$ cat config.mk
export PLATFORM = sky130hd
export DESIGN_NAME = irq_pending_encoder
export DESIGN_NICKNAME = d
export VERILOG_FILES = /design/src/rtl/irq_pkg.sv /design/src/rtl/prio_enc_lsb.sv /design/src/rtl/irq_pending_encoder.sv
export SDC_FILE = /design/constraint.sdc
export NUM_CORES = 1
export LEC_CHECK = 0
export CORE_MARGIN = 2
export CORE_UTILIZATION = 44
export DETAILED_ROUTE_END_ITERATION = 12
export PLACE_DENSITY = 0.85
export RECOVER_POWER = 100
export SETUP_SLACK_MARGIN = 0.5
export SYNTH_ARGS = -nofsm -noshare
export SYNTH_HDL_FRONTEND = slang
export SYNTH_SLANG_ARGS = --single-unit
$ cat constraint.sdc
create_clock -name clk -period 2.8 [get_ports clk]
set_input_delay 0.56 -clock clk [delete_from_list [all_inputs] [get_ports clk]]
set_output_delay 0.56 -clock clk [all_outputs]
set_load 0.02 [all_outputs]
$ cat src/rtl/irq_pkg.sv
// Shared types and helpers for the interrupt pending/encoder slice.
package irq_pkg;

   localparam int N_REQ = 8;
   localparam int POS_W = 3;

   typedef logic [POS_W-1:0] pos_t;

   function automatic logic [N_REQ-1:0] onehot(pos_t idx);
      logic [N_REQ-1:0] v;
      v = '0;
      v[idx] = 1'b1;
      return v;
   endfunction

endpackage

$ cat src/rtl/prio_enc_lsb.sv
// Combinational lowest-set-bit encoder; bit 0 has highest priority.
module prio_enc_lsb #(
   parameter int N     = 8,
   parameter int POS_W = 3
) (
   input  logic [N-1:0]     vec,
   output logic [POS_W-1:0] idx
);

   always_comb begin
      idx = '0;
      for (int i = N - 1; i >= 0; i--) begin
         if (vec[i]) idx = POS_W'(i);
      end
   end

endmodule

$ cat src/rtl/irq_pending_encoder.sv
// Sticky request capture, masking, priority selection and a registered
// valid/ready index output with a saturating collision counter.
module irq_pending_encoder
   import irq_pkg::*;
#(
   parameter int N     = N_REQ,
   parameter int POS_W = irq_pkg::POS_W,
   parameter int CNT_W = 8
) (
   input  logic             clk,
   input  logic             areset_n,
   input  logic [N-1:0]     req_in,
   input  logic [N-1:0]     mask,
   output logic             pos_valid,
   input  logic             pos_ready,
   output logic [POS_W-1:0] pos,
   output logic [N-1:0]     pending,
   output logic             drop_pulse,
   output logic [CNT_W-1:0] drop_count
);

   logic             accept;
   logic             load;
   logic [N-1:0]     clr_vec;
   logic [N-1:0]     eligible;
   logic [N-1:0]     collide;
   logic [POS_W-1:0] sel;

   assign accept   = pos_valid & pos_ready;
   assign clr_vec  = accept ? N'(onehot(pos_t'(pos))) : '0;
   // Selection sees only registered pending, never this cycle's requests.
   assign eligible = pending & ~mask & ~clr_vec;
   assign collide  = req_in & pending & ~clr_vec;
   assign load     = !pos_valid | accept;

   prio_enc_lsb #(
      .N     (N),
      .POS_W (POS_W)
   ) u_enc (
      .vec (eligible),
      .idx (sel)
   );

   always_ff @(posedge clk or negedge areset_n) begin
      if (!areset_n) begin
         pending    <= '0;
         pos_valid  <= 1'b0;
         pos        <= '0;
         drop_pulse <= 1'b0;
         drop_count <= '0;
      end else begin
         pending    <= (pending & ~clr_vec) | req_in;
         drop_pulse <= |collide;
         if (load) begin
            pos_valid <= |eligible;
            pos       <= sel;
         end
         if (|collide && drop_count != {CNT_W{1'b1}})
            drop_count <= drop_count + 1'b1;
      end
   end

endmodule
==> results of run 1 <==
-- cells in the mapped netlist --
library cell	count
o32a_1	1
ha_1	1
o311ai_2	1
nor4_1	1
a21oi_1	1
o2111ai_1	1
nand3b_4	1
o21ai_1	1
nand4_2	1
and3_2	1
nand3_2	1
a21o_1	1
and3_1	6
o211ai_1	1
a22o_1	1
o21ai_0	7
o31ai_1	2
nand3_1	6
inv_1	4
nand2_2	1
or2_2	1
o311ai_1	1
buf_6	3
nand2b_1	7
xnor2_1	6
nor3_1	3
o21bai_1	1
or4_1	1
nor2b_1	1
o22ai_1	2
mux2_1	2
dfrtp_1	21
and2b_1	1
nor2_1	10
nand2_1	11
-- worst paths after layout --
path	to	depth (start not counted)	start
max in group asynchronous	pos[2]	2	areset_n
max	drop_count[1]	6	pos[1]
max reg2reg	drop_count[1]	6	pos[1]
min	pending[6]	1	pending[6]
min in group asynchronous	pending[6]	2	areset_n
min reg2reg	pending[6]	1	pending[6]
-- kinds of logic after synthesis --
logic type	synth area share
simple gates	0.267
compound gates	0.134
flops	0.476
buf+inv	0.0442
xor+xnor	0.0476
mux	0.0204
fa+ha+maj	0.0113
-- critical path: stages (launching register included) --
cell       delay, ps
dfrtp_1          430
nand3b_1         260
o311ai_1         340
o2111ai_1        160
or4_1            620
nand2_1          140
mux2_1           340
-- registers in the layout, summed over array words and instances, names as in the netlist --
register    flops
drop_count      8
pending         8
pos             3
drop_pulse      1
pos_valid       1
-- power breakdown --
part           switching [mW]  internal (mW)  total (mW)
registers              0.0891          0.375       0.464
clock network          0.0952         0.0557       0.151
logic                   0.234          0.228       0.462
total                   0.419          0.658        1.08
-- final cells by class --
type / instances / area, sq um
clock buffer: 4 / 26.3
fill: 209 / 875
inverter: 4 / 15.0
multi-input combinational: 83 / 510
sequential: 21 / 527
tap: 30 / 37.5
timing repair buffer: 48 / 442
-- cell usage in the layout, fill, tap and decap left out, types with 3 or more instances in the layout --
cell and instances:
and3_1 6, buf_4 4, clkbuf_1 5, clkbuf_4 4, clkdlybuf4s50_1 16, dfrtp_1 20, dlygate4sd3_1 22, inv_1 4
nand2_1 12, nand2b_1 7, nand3_1 7, nor2_1 10, nor3_1 3, o21ai_0 8, xnor2_1 6
-- stage by stage --
| step | setup TNS [ps] | cell area [sq um] | utilization | total power, mW |
|---|---|---|---|---|
| after global routing | 0 | 1560 | 0.640 | 1.14 |
| after detailed placement | -197 | 1570 | 0.644 | 0.970 |
| after global placement | -17.3 | 1570 | 0.644 | 0.938 |
| after CTS | 0 | 1600 | 0.656 | 1.12 |
| final | 0 | 1560 | 0.640 | 1.08 |
| after floorplan | 0 | 1100 | - | 0.726 |
-- metal layers --
metal	global-route usage	routed length, microns
met1	0.260	1210
met2	0.374	1420
met3	0.0194	181
met4	0.0917	66
met5	0	0
-- what timing repair did --
item	in CTS	in global routing
endpoints found under the setup margin	9	2
buffers inserted	0	0
gates cloned	0	0
gates resized for setup	2	2
==> results.yml, run 1 <==
outcome:
  status: "complete, no violations"
clocking:
  clock-root-buffer: "clkbuf_4"
  cts_made_buffers: 3
  cts_num_sinks: 21
  h-tree-depth: 1
  clockBufferDepth: 2
  clkLatencyLatePin_ps: 310
  cts_tree: "done"
  path_clk_slew_ps: 120
  postCtsHoldBufs: 0
timing:
  holdWs_ps: 530
  rsz0062_at_grt: "false"
  hold_viol: 0
  period_minus_slack_ps: 2390
  worst_slack_ps: 410
  slew_headroom: 0.256
  fmax_mhz: 418
  fin_crit_sh: 0.854
  final_max_slew_viol_count: 0
  worst_slew_pin_slew_ps: 1120
  fin_skew_ps: 1.06
  setup_viol: 0
global_route:
  antenna_found_initial: 0
  grt_pass1_vias: 1054
  grt_remaining_overflow: 0
  grt.total_usage: 0.211
  grt_max_degree: 22
  grt_first_pass_wirelength_mm: 4.49
yosys:
  syn-num-nets: 131
  syn_area_sq_um: 1100
  ys_ff_latch: 21
  synth_top_area_share: 0.476
  avgSynthCellArea_sq_um: 9.95
  yosys.cell_types.count: 35
  synthCells: 111
  yosysSeqAreaShare: 0.476
  synth_top_area_cell: "dfrtp_1"
  synth_area_leaders: "dfrtp_1 48%, xnor2_1 4.8%, nand2b_1 4.0%"
  yosys_warnings: 0
placed_design:
  dp_slack_ps: -95.8
  routabilityCongestion: 0.803
  dp.cells: 186
  dp_hpwl_mm: 2.29
  port_buffers: 39
layout:
  antenna_cells: 0
  instances_no_fill: 190
  synthToLayoutAreaGrowth_pct: 41.0
  layout.nets: 181
  drive_above_1_share: 0.0813
routing:
  vias: 1044
  finalWirelength_mm: 2.87
  dr.pass1.iters: 4
  vias_per_cell: 5.49
  drt_iter0_drc: 34
  wl_per_cell_microns: 15.1
  drc: 0
  ant_nets: 0
worst_setup_path:
  crit_required_ps: 3000
  crit_type: "register to register"
  worstPathArrival_ps: 2590
  rrSetupSlack_ps: 410
  worstSetupStartpointType: "register"
  cp_max_fo: 5
  cp-end-kind: "register"
power:
  vdd_ir_drop_max_v: 0.000499
  p_leak_nw: 0.616
  power.density_nw_per_um2: 691
job:
  maxCapViolCount: 0
die:
  die-area_sq_um: 2930
  ios: 40
  die_y_microns: 54.1
  num_rows: 18
  fp.dieW_microns: 54.1
  start_util: 0.454
  core_area_sq_um: 2430
min_path:
  hold_path.class: "register to register"
No activity file was read; power rests on OpenSTA's default activity.
==> inputs of run 2 (changes only) <==
--- a/config.mk
+++ b/config.mk
@@ -5,11 +5,11 @@
 export SDC_FILE = /design/constraint.sdc
 export NUM_CORES = 1
 export LEC_CHECK = 0
+export CAP_MARGIN = 20
 export CORE_MARGIN = 2
 export CORE_UTILIZATION = 44
 export DETAILED_ROUTE_END_ITERATION = 12
 export PLACE_DENSITY = 0.85
-export RECOVER_POWER = 100
 export SETUP_SLACK_MARGIN = 0.5
 export SYNTH_ARGS = -nofsm -noshare
 export SYNTH_HDL_FRONTEND = slang
==> run 2 against run 1 <==
- die area stayed put
- clock-buffer cell count stayed put
- maximum frequency is 6.3% higher
- global-route usage stayed put
- hold slack better by 7.5 ps
- register-to-register slack better by 190 ps
- sequential cell count stayed put
- critical endpoint unchanged
- largest power group is now combinational cells
==> results.yml, run 2 (synthesis results as in run 1) <==
layout:
  final_area_sq_um: 1600
  layout.nets: 181
  final_cell_mix: "38 x clkdlybuf4s50_1, 20 x dfrtp_1, 11 x nand2_1"
  antenna_cells: 0
  drive_above_1_share: 0.131
  reg_top3: "drop_count (8), pending (8), pos (3)"
  ff_latch_area_sq_um: 527
  multi_input_area_sq_um: 534
  instances_no_fill: 190
  fill_cells: 199
  synthToLayoutAreaGrowth_pct: 44.5
  layout_commonest_cell: "clkdlybuf4s50_1"
clocking:
  cts_made_buffers: 3
  cts_num_sinks: 21
  clkLatencyLatePin_ps: 300
  h-tree-depth: 1
  cts_tree: "done"
  clock-root-buffer: "clkbuf_4"
  path_clk_slew_ps: 120
  clockBufferDepth: 2
  post_cts.repair.setup_buffers: 0
timing:
  period_minus_slack_ps: 2250
  slew_headroom: 0.698
  rsz0062_at_grt: "false"
  fmax_mhz: 445
  worst_slew_pin_slew_ps: 449
  fin_skew_ps: 3.90
  final_max_slew_viol_count: 0
  fin_crit_sh: 0.803
  hold_viol: 0
  setup_viol: 0
global_route:
  antenna_found_initial: 0
  grt_remaining_overflow: 0
  grt_pass1_vias: 1054
  grt_max_degree: 22
  grt_first_pass_wirelength_mm: 4.49
  grt.total_usage: 0.211
min_path:
  worst_hold_startpoint: "pending[6]"
  hold_path.class: "register to register"
routing:
  vias: 1045
  drt_iter0_drc: 25
  finalWirelength_mm: 2.84
  vias_per_cell: 5.50
  wl_per_cell_microns: 14.9
  dr.pass1.iters: 5
  ant_nets: 0
  drc: 0
die:
  core_area_sq_um: 2430
  num_rows: 18
  fp.dieW_microns: 54.1
  die-area_sq_um: 2930
  start_util: 0.454
  die_y_microns: 54.1
  ios: 40
power:
  p_leak_nw: 0.654
  p_int_mw: 0.690
  clkPwrFrac: 0.132
  pwr-share-comb: 0.446
  swShare: 0.379
  p_sw_mw: 0.420
  power.density_nw_per_um2: 695
  vdd_ir_drop_max_v: 0.000541
  p_seq_frac: 0.422
worst_setup_path:
  crit_required_ps: 3000
  worstSetupStartpointType: "input pin"
  crit_type: "input pin to register"
  cp_max_fo: 5
  r2r-start: "pos[1]"
  cp-end-kind: "register"
  worstPathArrival_ps: 2440
  rrSetupSlack_ps: 600
  startpoint: "pos_ready"
outcome:
  status: "complete, no violations"
placed_design:
  dp_hpwl_mm: 2.29
  dpl-instance-area_sq_um: 1570
  port_buffers: 39
  routabilityCongestion: 0.803
  dp.cells: 186
job:
  maxCapViolCount: 0
==> run 2: final timing paths <==
| kind | end | depth (start not counted) |
|---|---|---|
| setup / recovery | drop_count[1] | 7 |
| hold / removal | pending[6] | 1 |
| setup reg to reg | drop_count[1] | 6 |
| hold reg to reg | pending[6] | 1 |
| max in group asynchronous | pos[2] | 2 |
| min in group asynchronous | pending[6] | 2 |
==> run 2: repair_timing <==
| item | 4_1_cts | 5_1_grt |
|---|---|---|
| endpoints found under the setup margin | 9 | 2 |
| resized for setup | 2 | 2 |
| hold buffers | 0 | 0 |
==> run 2: layout make-up <==
cell class                      instances  area share
Inverter                                4     0.00940
Tap cell                               30      0.0235
Timing Repair Buffer                   48       0.286
Clock buffer                            4      0.0165
Sequential cell                        21       0.330
Multi-Input combinational cell         83       0.335
==> run 2: worst max-delay path: stages <==
cell           delay (ps)
dlygate4sd2_1         310
nand3b_4              120
o311ai_1              280
o2111ai_1             160
or4_4                 590
nand2_2               100
mux2_1                330
==> run 2: power groups by stage <==
stage               combinational [mW]  sequential, mW  clock, mW
floorplan                        0.193           0.533          0
global placement                 0.471           0.467          0
detailed placement               0.496           0.474          0
CTS                              0.498           0.468      0.150
global route                     0.539           0.483      0.157
finish                           0.495           0.469      0.147
==> run 2: routing by layer <==
layer / vias up / track usage / wire (microns)
met5: - / 0 / 0
met4: 0 / 0.0917 / 69
met3: 9 / 0.0194 / 173
met2: 53 / 0.374 / 1420
met1: 493 / 0.260 / 1180
li1: 490 / - / -
==> run 2: stage by stage <==
stage          utilization  power, mW  setup TNS (ps)  setup WS, ps  hold WS, ps
3_5_place_dp         0.644      0.970            -197         -95.8          509
2_1_floorplan            -      0.726               0           558          264
4_1_cts              0.656       1.12               0           559          541
5_1_grt              0.656       1.18               0           511          577
6_report             0.656       1.11               0           552          537
3_3_place_gp         0.644      0.938           -17.3         -17.3          502
==> inputs of run 3 (changes only) <==
==> constraint.sdc (replaced) <==
create_clock -name clk -period 2.14 [get_ports clk]
set_input_delay 0.428 -clock clk [delete_from_list [all_inputs] [get_ports clk]]
set_output_delay 0.428 -clock clk [all_outputs]
set_load 0.02 [all_outputs]
==> run 3 against run 2 <==
- cell count is 10% higher
- clock power is 35% higher
- sequential cell count stayed put
- clock-buffer cell count stayed put
- clock skew is 0.59 ps lower
- total power is 48% higher
- utilization is 15 points higher
==> results.yml, run 3 (synthesis results as in run 1) <==
placed_design:
  dpl-instance-area_sq_um: 1660
  dp_hpwl_mm: 2.40
  dp.cells: 196
  port_buffers: 39
  routabilityCongestion: 0.795
clocking:
  clkLatencyLatePin_ps: 310
  path_clk_slew_ps: 120
  cts_num_sinks: 21
  clockBufferDepth: 2
  clock-root-buffer: "clkbuf_4"
  cts_tree: "done"
  postCtsHoldBufs: 0
  cts_made_buffers: 3
  h-tree-depth: 1
worst_setup_path:
  r2r_cells: 6
  rrSetupSlack_ps: 10
  critPathTopFamily: "simple AND/OR/NAND/NOR gates"
  crit_type: "register to register"
  cp_cell_sequence: "nand2b_4 -> o211ai_1 -> o2111ai_1 -> or4_4 -> nand2_4 -> mux2_4"
  cpMaxStageDelayCell: "or4_4"
  timing.rr.end: "drop_count[1]"
  cp_max_fo: 6
  worstSetupStartpointType: "register"
  max_stage_delay_ps: 600
  worstPathArrival_ps: 2340
  cp-end-kind: "register"
  path_buf_inv: 0
  r2r-start: "pos[2]"
  crit_required_ps: 2350
power:
  vdd_ir_drop_max_v: 0.000800
  clkPwrFrac: 0.120
  p_sw_mw: 0.660
  p_leak_nw: 0.817
  pwr-share-comb: 0.493
  swShare: 0.402
  power.density_nw_per_um2: 840
  p_seq_frac: 0.387
  p_int_mw: 0.982
min_path:
  hold_path.class: "input pin to asynchronous set/reset pin"
timing:
  slew_headroom: 0.697
  fin_crit_sh: 0.994
  final_max_slew_viol_count: 0
  fin_setup_tns_ps: 0
  fin_skew_ps: 3.31
  setup_viol: 0
  hold_viol: 0
  worst_slew_pin_slew_ps: 454
  fmax_mhz: 470
  period_minus_slack_ps: 2130
  rsz0062_at_grt: "true"
global_route:
  antenna_found_initial: 0
  grt_max_degree: 22
  grt_first_pass_wirelength_mm: 5.23
  grt.total_usage: 0.257
  grt_remaining_overflow: 0
  grt_pass1_vias: 1152
layout:
  multi_input_area_sq_um: 737
  layout.nets: 200
  layout_commonest_cell: "buf_4"
  antenna_cells: 0
  ff_latch_area_sq_um: 532
  final_cell_mix: "22 x buf_4, 17 x clkdlybuf4s50_1, 17 x dlygate4sd2_1"
  reg_top3: "drop_count (8), pending (8), pos (3)"
  instances_no_fill: 209
  fill_cells: 153
  synthToLayoutAreaGrowth_pct: 77.0
  drive_above_1_share: 0.419
  final_area_sq_um: 1960
routing:
  drc: 0
  vias: 1170
  dr.pass1.iters: 4
  finalWirelength_mm: 3.78
  vias_per_cell: 5.60
  wl_per_cell_microns: 18.1
  drt_iter0_drc: 8
  ant_nets: 0
die:
  fp.dieW_microns: 54.1
  start_util: 0.454
  ios: 40
  die_y_microns: 54.1
  die-area_sq_um: 2930
  core_area_sq_um: 2430
  num_rows: 18
job:
  maxCapViolCount: 0
outcome:
  status: "complete, no violations"
[run 3: power by group through the flow]
stage | clock, mW | sequential [mW] | combinational (mW)
floorplan | 0 | 0.699 | 0.278
global placement | 0 | 0.608 | 0.687
detailed placement | 0 | 0.619 | 0.711
CTS | 0.198 | 0.614 | 0.689
global route | 0.221 | 0.649 | 0.865
finish | 0.198 | 0.635 | 0.810
[run 3: per-stage QoR]
step | util | setup WS, ps | hold slack (ps) | power, mW
after floorplan | - | -35.4 | 132 | 0.977
after global placement | 0.683 | -631 | 509 | 1.29
after detailed placement | 0.683 | -743 | 521 | 1.33
after CTS | 0.726 | 16.1 | 455 | 1.50
after global routing | 0.804 | -42.3 | 456 | 1.73
final | 0.804 | 11.9 | 444 | 1.64
[run 3: area by class of cell]
type                            count  share of cell area
Clock buffer                        4              0.0134
Sequential cell                    21               0.272
Timing Repair Buffer               67               0.311
Multi-Input combinational cell     83               0.377
Tap cell                           30              0.0192
Inverter                            4             0.00768
[run 3: metal layers]
metal	part of all wire	track usage	vias to the layer above
met4	0.036	0.142	0
li1	-	-	530
met5	0	0	-
met3	0.048	0.0583	12
met2	0.53	0.459	52
met1	0.39	0.279	576
[run 3: worst max-delay path by stage]
| stage | depth (start not counted) | startpoint | end |
|---|---|---|---|
| after CTS | 6 | pos[1] | drop_count[6] |
| after detailed placement | 7 | pos_ready | drop_count[6] |
| after global routing | 6 | pos[1] | drop_count[1] |
| final | 6 | pos[2] | drop_count[1] |
| after floorplan | 7 | pos[1] | drop_count[6] |
| after global placement | 7 | pos_ready | drop_count[6] |
[run 3: what timing repair did]
| item | CTS | global route |
|---|---|---|
| resized for setup | 59 | 34 |
| setup endpoints to repair | 35 | 18 |
| pin swaps | 10 | 12 |
| setup buffers | 4 | 5 |
==> RTL edit: new RTL, config.mk and constraints of run 1 <==
`pending` no longer has a reset.
--- a/src/rtl/irq_pending_encoder.sv
+++ b/src/rtl/irq_pending_encoder.sv
@@ -44,5 +44,4 @@
    always_ff @(posedge clk or negedge areset_n) begin
       if (!areset_n) begin
-         pending    <= '0;
          pos_valid  <= 1'b0;
          pos        <= '0;
@@ -50,5 +49,4 @@
          drop_count <= '0;
       end else begin
-         pending    <= (pending & ~clr_vec) | req_in;
          drop_pulse <= |collide;
          if (load) begin
@@ -61,3 +59,7 @@
    end
 
+   always_ff @(posedge clk) begin
+      pending <= (pending & ~clr_vec) | req_in;
+   end
+
 endmodule
Check against the original RTL: not equivalent (Yosys sat finds a counterexample within 4 cycles, from zero or initial values and one cycle with areset_n low).
==> RTL edit against run 1 <==
- area after synthesis increased by 0.57%
- sequential cell count stayed put
- wire length shrank 3.2%
- power about the same
- combinational power grew 0.9%
- final cell count is the same
- worst setup slack improved by 0.11 ns
- non-clock buffer count is 7 lower
- critical path depth unchanged
- final area fell by 0.40%
==> RTL edit: results (changes against run 1) <==
status: finished clean
Final #Nets: 181 (unchanged)
Crit Path Class: reg -> reg
Yosys top cell area share: 29.3% (-18 points)
max incr delay on CP: 0.49 ns (-0.13 ns)
global-route wire length before repair: 4440 um (-1.2%)
share of flip-flops with an asynchronous set or reset: 61.9% (-38 points)
n_diodes: 0 (unchanged)
GP Congestion: 0.840 (+4.6%)
antenna violations before repair: 0 (unchanged)
Regs by FF count: drop_count (8), pending (8), pos (3)
Seq/Total Area, Yosys: 43.7% (-3.9 points)
Max FO, Critical Path: 9 (+4)
CTS max path bufs: 2 (unchanged)
worst clock skew: 0.00101 ns (-0.0000486 ns)
share of cells above drive strength 1: 10.0% (+1.9 points)
DP HPWL: 2140 um (-6.6%)
Detailed Route Iter0 Violations: 12 (-65%)
final WL: 2780 um (-3.2%)
FF-to-FF End: drop_count[6]
dpl ws: 0.0279 ns (+0.124 ns)
R2R Path Start: pos[0]
Top FF cell, synth: dfrtp_1
largest net degree at the start of global routing: 14 (-36%)
worst reg2reg path depth: 6 (unchanged)
Slew HR: 62.1% (+37 points)
post-synthesis xor/xnor area fraction: 4.73% (-0.027 points)
warnings from Yosys: 0 (unchanged)
Data arrival, critical path: 2.49 ns (-0.10 ns)
total CTS buffers: 3 (unchanged)
R2R Setup Slk: 0.52 ns (+0.11 ns)
Hold EP: pending[6]
WL per Instance: 14.6 um (-3.2%)
clock-pin slew on the worst setup and hold paths: 0.12 ns (about the same)
most instantiated cells after synthesis: nand2_1 (19), dfrtp_1 (13), dfxtp_1 (8)
clock root buffer: clkbuf_4
vias in the first global route: 1052 (-0.19%)
H-tree levels: 1 (unchanged)
Cells after DPL: 184 (-1.1%)
top cell family by delay on the critical path: compound AO/OA/AOI/OAI gates
Unique masters post-synth: 38 (+8.6%)
Synthesized Nets: 135 (+3.1%)
mux cell area share after synthesis: 2.03% (-0.011 points)
Filler Cell Count: 219 (+4.8%)
worst hold path startpoint: pending[6]
post-DR vias/cell: 5.48 (-0.29%)
GRT Overall Usage: 21.7% (+0.60 points)
Hold Path Class: reg -> reg
Min-Delay Path Depth: 2 (+1)
Max VDD drop: 0.511 mV (+2.4%)
Compound-Gate Fraction of Synth Area: 18.6% (+5.2 points)
DP Area: 1540 um^2 (-1.8%)
Port Buffers: 39 (unchanged)
slowest cell on the critical path: dfrtp_1
fin util: 63.8% (-0.26 points)
Area contributors post-synth: dfrtp_1 (29%), dfxtp_1 (14%), nand2_1 (6.4%)
syn avg cell area: 9.66 um^2 (-2.9%)
adder-cell area share of the yosys netlist: 1.13% (-0.0064 points)
leak pwr: 0.642 nW (+4.1%)
==> RTL edit: cell count changes after synthesis, sizes merged, moves of 6 or more <==
cell,run 1,this run
dfxtp,0,8
dfrtp,21,13
nand2,12,20
o21ai,8,2
a21oi,1,7
==> RTL edit: report_power, final <==
part           total [mW]  switching (mW)  internal (mW)  leakage (nW)
logic               0.466           0.234          0.232         0.408
clock network       0.153          0.0969         0.0557        0.0150
registers           0.459          0.0856          0.374         0.218
==> RTL edit: worst max path at each step <==
| stage | endpoint | slack (ns) | cells after the start |
|---|---|---|---|
| floorplan | drop_count[6] | 0.75 | 6 |
| global placement | drop_count[6] | 0.16 | 7 |
| detailed placement | drop_count[6] | 0.03 | 7 |
| CTS | drop_count[6] | 0.70 | 6 |
| global route | drop_count[6] | 0.40 | 6 |
| finish | drop_count[6] | 0.52 | 6 |
==> RTL edit: cell families (layout without fill, tap and decap cells) <==
logic type      after synthesis  after routing
compound gates               23             23
xor+xnor                      6              6
fa+ha+maj                     1              1
buf+inv                       1             46
flops                        21             21
mux                           2              2
simple gates                 61             61
==> RTL edit: final cells by class <==
class / instances / share of cell area, %
clock buffer: 4 / 1.69
multi-input combinational: 93 / 38.5
timing repair buffer: 41 / 25.8
tap: 30 / 2.42
sequential: 21 / 31.3
inverter: 1 / 0.242
==> RTL edit: routing by layer <==
layer	global-route usage, %	vias to the layer above	part of all wire [%]
met5	0	-	0
met4	16.7	0	4.2
met3	6.28	13	5.3
met2	36.1	35	48
met1	23.0	487	42
li1	-	506	-
==> RTL edit: worst register-to-register path, stage by stage, from the launching register on <==
cell and delay [ns]:
dfrtp_1 0.49, and3b_1 0.33, a21boi_0 0.19, a2111oi_4 0.37, o2111ai_1 0.28, nand4_2 0.18, mux2_1 0.34
==> RTL edit: repair_timing <==
| action | 4_1_cts | 5_1_grt |
|---|---|---|
| endpoints found under the setup margin | 2 | 0 |
| resized for setup | 2 | 0 |
| setup buffers | 2 | 0 |
==> RTL edit: stage by stage <==
stage               hold slack [ns]  power [mW]
floorplan                     0.264       0.736
global placement              0.482       0.944
detailed placement            0.492       0.963
CTS                           0.511        1.12
global route                  0.553        1.15
finish                        0.510        1.08
